<file path="src/rtl/mem_reader_pkg.sv">
// mem_reader_pkg: definitions shared by the memory-to-UART reader and the
// RX-side memory writer.
//   DEFAULT_ADDR_W : default memory address width
//   state_t        : reader FSM state encoding
package mem_reader_pkg;

    localparam int DEFAULT_ADDR_W = 16;

    typedef enum logic [2:0] {
        IDLE       = 3'd0,
        FETCH      = 3'd1,
        WAIT_RD    = 3'd2,
        SEND       = 3'd3,
        WAIT_TX    = 3'd4,
        CKSUM      = 3'd5,
        CKSUM_WAIT = 3'd6,
        DONE       = 3'd7
    } state_t;

endpackage

</file>
<file path="src/rtl/mem_reader_tx_rd_lat_pipe.sv">
// rd_lat_pipe: DEPTH-deep shift register. It delays the memory read strobe
// so that rd_valid is high in exactly the cycle in which the memory's
// read data is valid.
// Ports:
//   clk      in  system clock
//   rst_n    in  asynchronous active-low reset
//   rd_en    in  memory read strobe
//   rd_valid out rd_en delayed by DEPTH cycles
module rd_lat_pipe #(
    parameter int DEPTH = 1
) (
    input  logic clk,
    input  logic rst_n,
    input  logic rd_en,
    output logic rd_valid
);

    logic [DEPTH-1:0] pipe;

    always_ff @(posedge clk or negedge rst_n) begin
        if (!rst_n) begin
            pipe <= '0;
        end else begin
            pipe[0] <= rd_en;
            for (int i = 1; i < DEPTH; i++) begin
                pipe[i] <= pipe[i-1];
            end
        end
    end

    assign rd_valid = pipe[DEPTH-1];

endmodule

</file>
<file path="src/rtl/mem_reader_tx.sv">
// mem_reader_tx: streams memory bytes START_ADDR..END_ADDR (inclusive) to
// the UART transmitter, one byte per frame. fin is raised once the last
// frame has completed.
// Optional build macro MEM_READER_TX_CHECKSUM_EN: an XOR checksum of all
// data bytes is appended as one extra frame.
// Ports:
//   clk       in   system clock
//   rst_n     in   asynchronous active-low reset
//   start     in   one-cycle pulse that begins a transfer (ignored while busy)
//   rd_en     out  memory read strobe
//   rd_addr   out  memory read address
//   rd_data   in   memory read data, valid RD_LAT cycles after rd_en
//   tx_start  out  one-cycle pulse: UART loads tx_data
//   tx_data   out  byte to transmit, held from tx_start until tx_done
//   tx_done   in   one-cycle tick: UART frame complete
//   busy      out  transfer in progress
//   fin       out  transfer complete, held until the next accepted start
//
// state      | meaning
// IDLE       | waiting for start
// FETCH      | rd_en high for one cycle
// WAIT_RD    | waiting RD_LAT cycles for read data, then capture it
// SEND       | tx_start high for one cycle
// WAIT_TX    | waiting for tx_done; next address or finish
// CKSUM      | load checksum and pulse tx_start (checksum build only)
// CKSUM_WAIT | waiting for tx_done of the checksum frame
// DONE       | drop busy, raise fin
module mem_reader_tx
    import mem_reader_pkg::*;
#(
    parameter int                ADDR_W     = DEFAULT_ADDR_W,
    parameter logic [ADDR_W-1:0] START_ADDR = '0,
    parameter logic [ADDR_W-1:0] END_ADDR   = '1,
    parameter int                RD_LAT     = 1
) (
    input  logic              clk,
    input  logic              rst_n,
    input  logic              start,
    output logic              rd_en,
    output logic [ADDR_W-1:0] rd_addr,
    input  logic [7:0]        rd_data,
    output logic              tx_start,
    output logic [7:0]        tx_data,
    input  logic              tx_done,
    output logic              busy,
    output logic              fin
);

    state_t state;
    logic   rd_valid;

`ifdef MEM_READER_TX_CHECKSUM_EN
    logic [7:0] acc;
`endif

    rd_lat_pipe #(
        .DEPTH (RD_LAT)
    ) u_rd_lat_pipe (
        .clk      (clk),
        .rst_n    (rst_n),
        .rd_en    (rd_en),
        .rd_valid (rd_valid)
    );

    always_ff @(posedge clk or negedge rst_n) begin
        if (!rst_n) begin
            state    <= IDLE;
            rd_en    <= 1'b0;
            rd_addr  <= START_ADDR;
            tx_start <= 1'b0;
            tx_data  <= 8'h00;
            busy     <= 1'b0;
            fin      <= 1'b0;
`ifdef MEM_READER_TX_CHECKSUM_EN
            acc      <= 8'h00;
`endif
        end else begin
            case (state)
                IDLE: begin
                    if (start) begin
                        busy    <= 1'b1;
                        fin     <= 1'b0;
                        rd_addr <= START_ADDR;
                        rd_en   <= 1'b1;
`ifdef MEM_READER_TX_CHECKSUM_EN
                        acc     <= 8'h00;
`endif
                        state   <= FETCH;
                    end
                end
                FETCH: begin
                    rd_en <= 1'b0;
                    state <= WAIT_RD;
                end
                WAIT_RD: begin
                    // rd_data is only looked at in the cycle the delayed strobe marks
                    if (rd_valid) begin
                        tx_data  <= rd_data;
`ifdef MEM_READER_TX_CHECKSUM_EN
                        acc      <= acc ^ rd_data;
`endif
                        tx_start <= 1'b1;
                        state    <= SEND;
                    end
                end
                SEND: begin
                    tx_start <= 1'b0;
                    state    <= WAIT_TX;
                end
                WAIT_TX: begin
                    if (tx_done) begin
                        // compare before incrementing so END_ADDR = all-ones never wraps
                        if (rd_addr == END_ADDR) begin
`ifdef MEM_READER_TX_CHECKSUM_EN
                            state <= CKSUM;
`else
                            state <= DONE;
`endif
                        end else begin
                            rd_addr <= rd_addr + ADDR_W'(1);
                            rd_en   <= 1'b1;
                            state   <= FETCH;
                        end
                    end
                end
`ifdef MEM_READER_TX_CHECKSUM_EN
                CKSUM: begin
                    tx_data  <= acc;
                    tx_start <= 1'b1;
                    state    <= CKSUM_WAIT;
                end
                CKSUM_WAIT: begin
                    tx_start <= 1'b0;
                    if (tx_done) begin
                        state <= DONE;
                    end
                end
`endif
                DONE: begin
                    busy    <= 1'b0;
                    fin     <= 1'b1;
                    rd_addr <= START_ADDR;
                    state   <= IDLE;
                end
                default: begin
                    state <= IDLE;
                end
            endcase
        end
    end

endmodule
</file>
<file path="config.mk">
export PLATFORM = sky130hd
export DESIGN_NAME = mem_reader_tx
export DESIGN_NICKNAME = d
export VERILOG_FILES = /design/src/rtl/mem_reader_pkg.sv /design/src/rtl/mem_reader_tx_rd_lat_pipe.sv /design/src/rtl/mem_reader_tx.sv
export SDC_FILE = /design/constraint.sdc
export NUM_CORES = 1
export LEC_CHECK = 0
export CAP_MARGIN = 20
export CORE_UTILIZATION = 45
export CTS_BUF_LIST = sky130_fd_sc_hd__clkbuf_8
export CTS_CLUSTER_SIZE = 25
export DETAILED_ROUTE_END_ITERATION = 16
export PLACE_DENSITY = 0.77
export SYNTH_ARGS = -nofsm -noshare
export SYNTH_HDL_FRONTEND = slang
export SYNTH_SLANG_ARGS = --single-unit
</file>
<file path="constraint.sdc">
create_clock -name clk -period 1.83 [get_ports clk]
set_input_delay 0.366 -clock clk [delete_from_list [all_inputs] [get_ports clk]]
set_output_delay 0.366 -clock clk [all_outputs]
set_load 0.02 [all_outputs]
</file>
==> results.ini <==
[power]
comb_power_share = 0.458
powerDensity_mw_per_mm2 = 1321
p_int_uw = 1910
ir_drop_v = 0.0008709
clock_power_share = 0.193
p_switching_uw = 1096
power_frac_seq = 0.350
p_sw_frac = 0.3645
p_leak_uw = 0.0009793

[route]
vias = 1461
detail_route.wirelength_um = 3826
drc = 0
dr.pass1.iters = 4
ant_nets = 0
viasPerCell = 5.472
wl_per_cell_um = 14.33
initialDrtViolationCount = 73

[die]
io_pins = 40
rows = 21
coreArea_mm2 = 0.003337
fp.dieW_um = 61.14
fp.dieH_um = 61.14
start_util = 0.4717
dieArea_mm2 = 0.003738

[yosys]
ys_seq_area_frac = 0.5087
syn_avg_cell_area_um2 = 9.899
synth_compound_area_frac = 0.1884
async_flop_share = 1.000
synth_area_mm2 = 0.001574
synth_top_area_share = 0.5087
syn_nets = 172
synth_ff_type = dfrtp_1
synth_edf_count = 0
synthAdderAreaFrac = 0.007949
synth_simple_gate_area_frac = 0.1900
ys_warn_count = 0
netlist_top_cells_area = dfrtp_1 51%, o21ai_0 8.3%, mux2_2 6.4%
synth-xor-area-share = 0
synth_cell_type_count = 32
postSynthRegisterBits = 32
syn_inst = 159
synth_top_area_cell = dfrtp_1
synth_top_family_by_area = simple AND/OR/NAND/NOR gates
muxShareOfSynthArea = 0.08347

[grt]
grt_usage = 0.2335
antenna_found_initial = 0
grt_pass1_wl_um = 6085
overflow = 0
grt_max_degree = 33
grt_pass1_vias = 1390

[timing]
min_period_over_period = 0.9802
slew_headroom = 0.7243
rsz0062_at_grt = yes
layout_min_cycle_time_ps = 1794
hold_slack_ps = 437.2
skew_ps = 4.837
finalSetupViolations = 0
fmax_mhz = 557.5
slew_viol_final = 0
worstMarginPinSlew_ps = 413.5
setup_slack_ps = 36.19
hold_viol_final = 0

[clock_tree]
cts_buffers = 5
clock_latency_ps = 300
htree_levels = 2
ctsHoldBuffers = 0
cts_tree = built
cts.clk_slew.worst_paths_ps = 70
cts_root_buf = clkbuf_8
clk_path_buf_depth = 2
cts.sinks = 32

[place]
dp.cells = 257
place_hpwl_um = 2628
place_congestion = 0.8206
placed_cell_area_mm2 = 0.002137
portBuffers = 39
place_ws_ps = -125.8

[cells_and_area]
n_antenna_cell = 0
finalNonFillerCells = 267
fin_area_mm2 = 0.002276
utilization = 0.6820
drive_gt1_frac = 0.2172
finalNetCount = 233
syn_to_final_growth_pct = 44.59

[setup_path]
worst-path-buf-inv = 1
cp_data_arrival_time_ps = 1980
crit_family = simple AND/OR/NAND/NOR gates
end_kind = register
worstPathMaxFanout = 13
path_class = register to register
required_ps = 2020
crit_chain = ha_4 -> nand4_1 -> nor4_4 -> a211oi_2 -> buf_6 -> mux2_2
cp_slowest_stage_delay_ps = 410
crit_slowest_cell = nor4_4
worstSetupStartpointType = register

[worst_hold_path]
hold_class = register to register

[outcome]
status = complete, no violations

[job]
maxCapViolCount = 0

-- registers in the layout (all words and copies together), names as in the netlist --
signal	flops
rd_en	1
state	3
fin	1
u_rd_lat_pipe.rd_valid	1
tx_start	1
rd_addr	16
tx_data	8
busy	1
-- power groups by stage --
stage                     sequential (uW)  combinational, uW  clock [uW]
after floorplan                      1210                598           0
after global placement               1040               1310           0
after detailed placement             1050               1350           0
after CTS                            1050               1380         583
after global routing                 1080               1500         612
final                                1050               1380         579
-- cell usage after synthesis (2+ instances only) --
| library cell | count |
|---|---|
| nand4_1 | 4 |
| o31ai_1 | 2 |
| a31oi_1 | 4 |
| mux2_2 | 9 |
| a21oi_1 | 11 |
| nor3b_1 | 2 |
| nand3_1 | 7 |
| and2_1 | 2 |
| clkbuf_1 | 2 |
| dfrtp_1 | 32 |
| o21ai_0 | 26 |
| nand2_1 | 15 |
| and3_1 | 4 |
| o21a_1 | 3 |
| nand2b_1 | 3 |
| buf_2 | 3 |
| nor2_1 | 13 |
| mux2i_1 | 3 |
-- cell families after synthesis --
| group | Yosys count |
|---|---|
| compound gates | 51 |
| fa+ha+maj | 1 |
| buf+inv | 7 |
| flops | 32 |
| mux | 12 |
| simple gates | 56 |
-- layout by cell type (no fill, tap or decap), drive strengths merged --
cell type	synthesis	layout
clkdlybuf4s50	0	39
dfrtp	32	32
o21ai	26	26
buf	4	21
nand2	15	15
nor2	14	14
a21oi	11	11
mux2	9	9
nand3	8	8
clkbuf	2	6
nand4	4	4
and3	4	4
a31oi	4	4
mux2i	3	3
nand2b	3	3
o21a	3	3
nor3b	2	2
and2	2	2
o31ai	2	2
clkinv	0	2
a211oi	2	2
nor4	1	1
a21bo	1	1
nor2b	1	1
nor3	1	1
o41ai	1	1
inv	1	1
o2bb2a	1	1
and4	1	1
ha	1	1
-- metal layers --
metal  vias up  global-route usage  wire length (um)
li1        698                   -                 -
met3        10             0.05672               189
met4         0              0.1526               101
met2        46              0.3991              1886
met1       707              0.2588              1649
met5         -                   0                 0
-- worst reg2reg max path, stage by stage (launching register included) --
cell and delay [ps]:
dfrtp_2 390, ha_4 150, nand4_1 170, nor4_4 410, a211oi_2 130, buf_6 160, mux2_2 260
-- cell type report --
| class | count | area, um2 |
|---|---|---|
| clock inverters | 2 | 10.01 |
| repair buffers | 60 | 551.8 |
| flip-flops and latches | 32 | 803.3 |
| multi-input cells | 120 | 767.0 |
| fillers | 263 | 1061 |
| well taps | 46 | 57.56 |
| clock buffers | 6 | 82.58 |
| inverters | 1 | 3.754 |
-- metrics by stage --
step	TNS [ps]	power, uW
after floorplan	0	1812
after global placement	-254.2	2344
after CTS	0	3015
after detailed placement	-529.3	2402
after global routing	-147.9	3185
final	0	3006
-- final timing paths --
| check | startpoint | end | slack, ps | depth (start not counted) |
|---|---|---|---|---|
| setup / recovery | rd_addr[0] | rd_addr[0] | 40 | 6 |
| hold / removal | rd_en | u_rd_lat_pipe.rd_valid | 440 | 0 |
| setup reg to reg | rd_addr[0] | rd_addr[0] | 40 | 6 |
| hold reg to reg | rd_en | u_rd_lat_pipe.rd_valid | 440 | 0 |
| max in group asynchronous | rst_n | rd_addr[1] | 1050 | 2 |
| min in group asynchronous | rst_n | rd_addr[15] | 460 | 2 |
-- repair_timing --
action | 4_1_cts | 5_1_grt
endpoints found under the setup margin | 15 | 15
buffers inserted | 2 | 0
pin swaps | 3 | 2
resized for setup | 4 | 3
No activity file was read; power rests on OpenSTA's default activity.
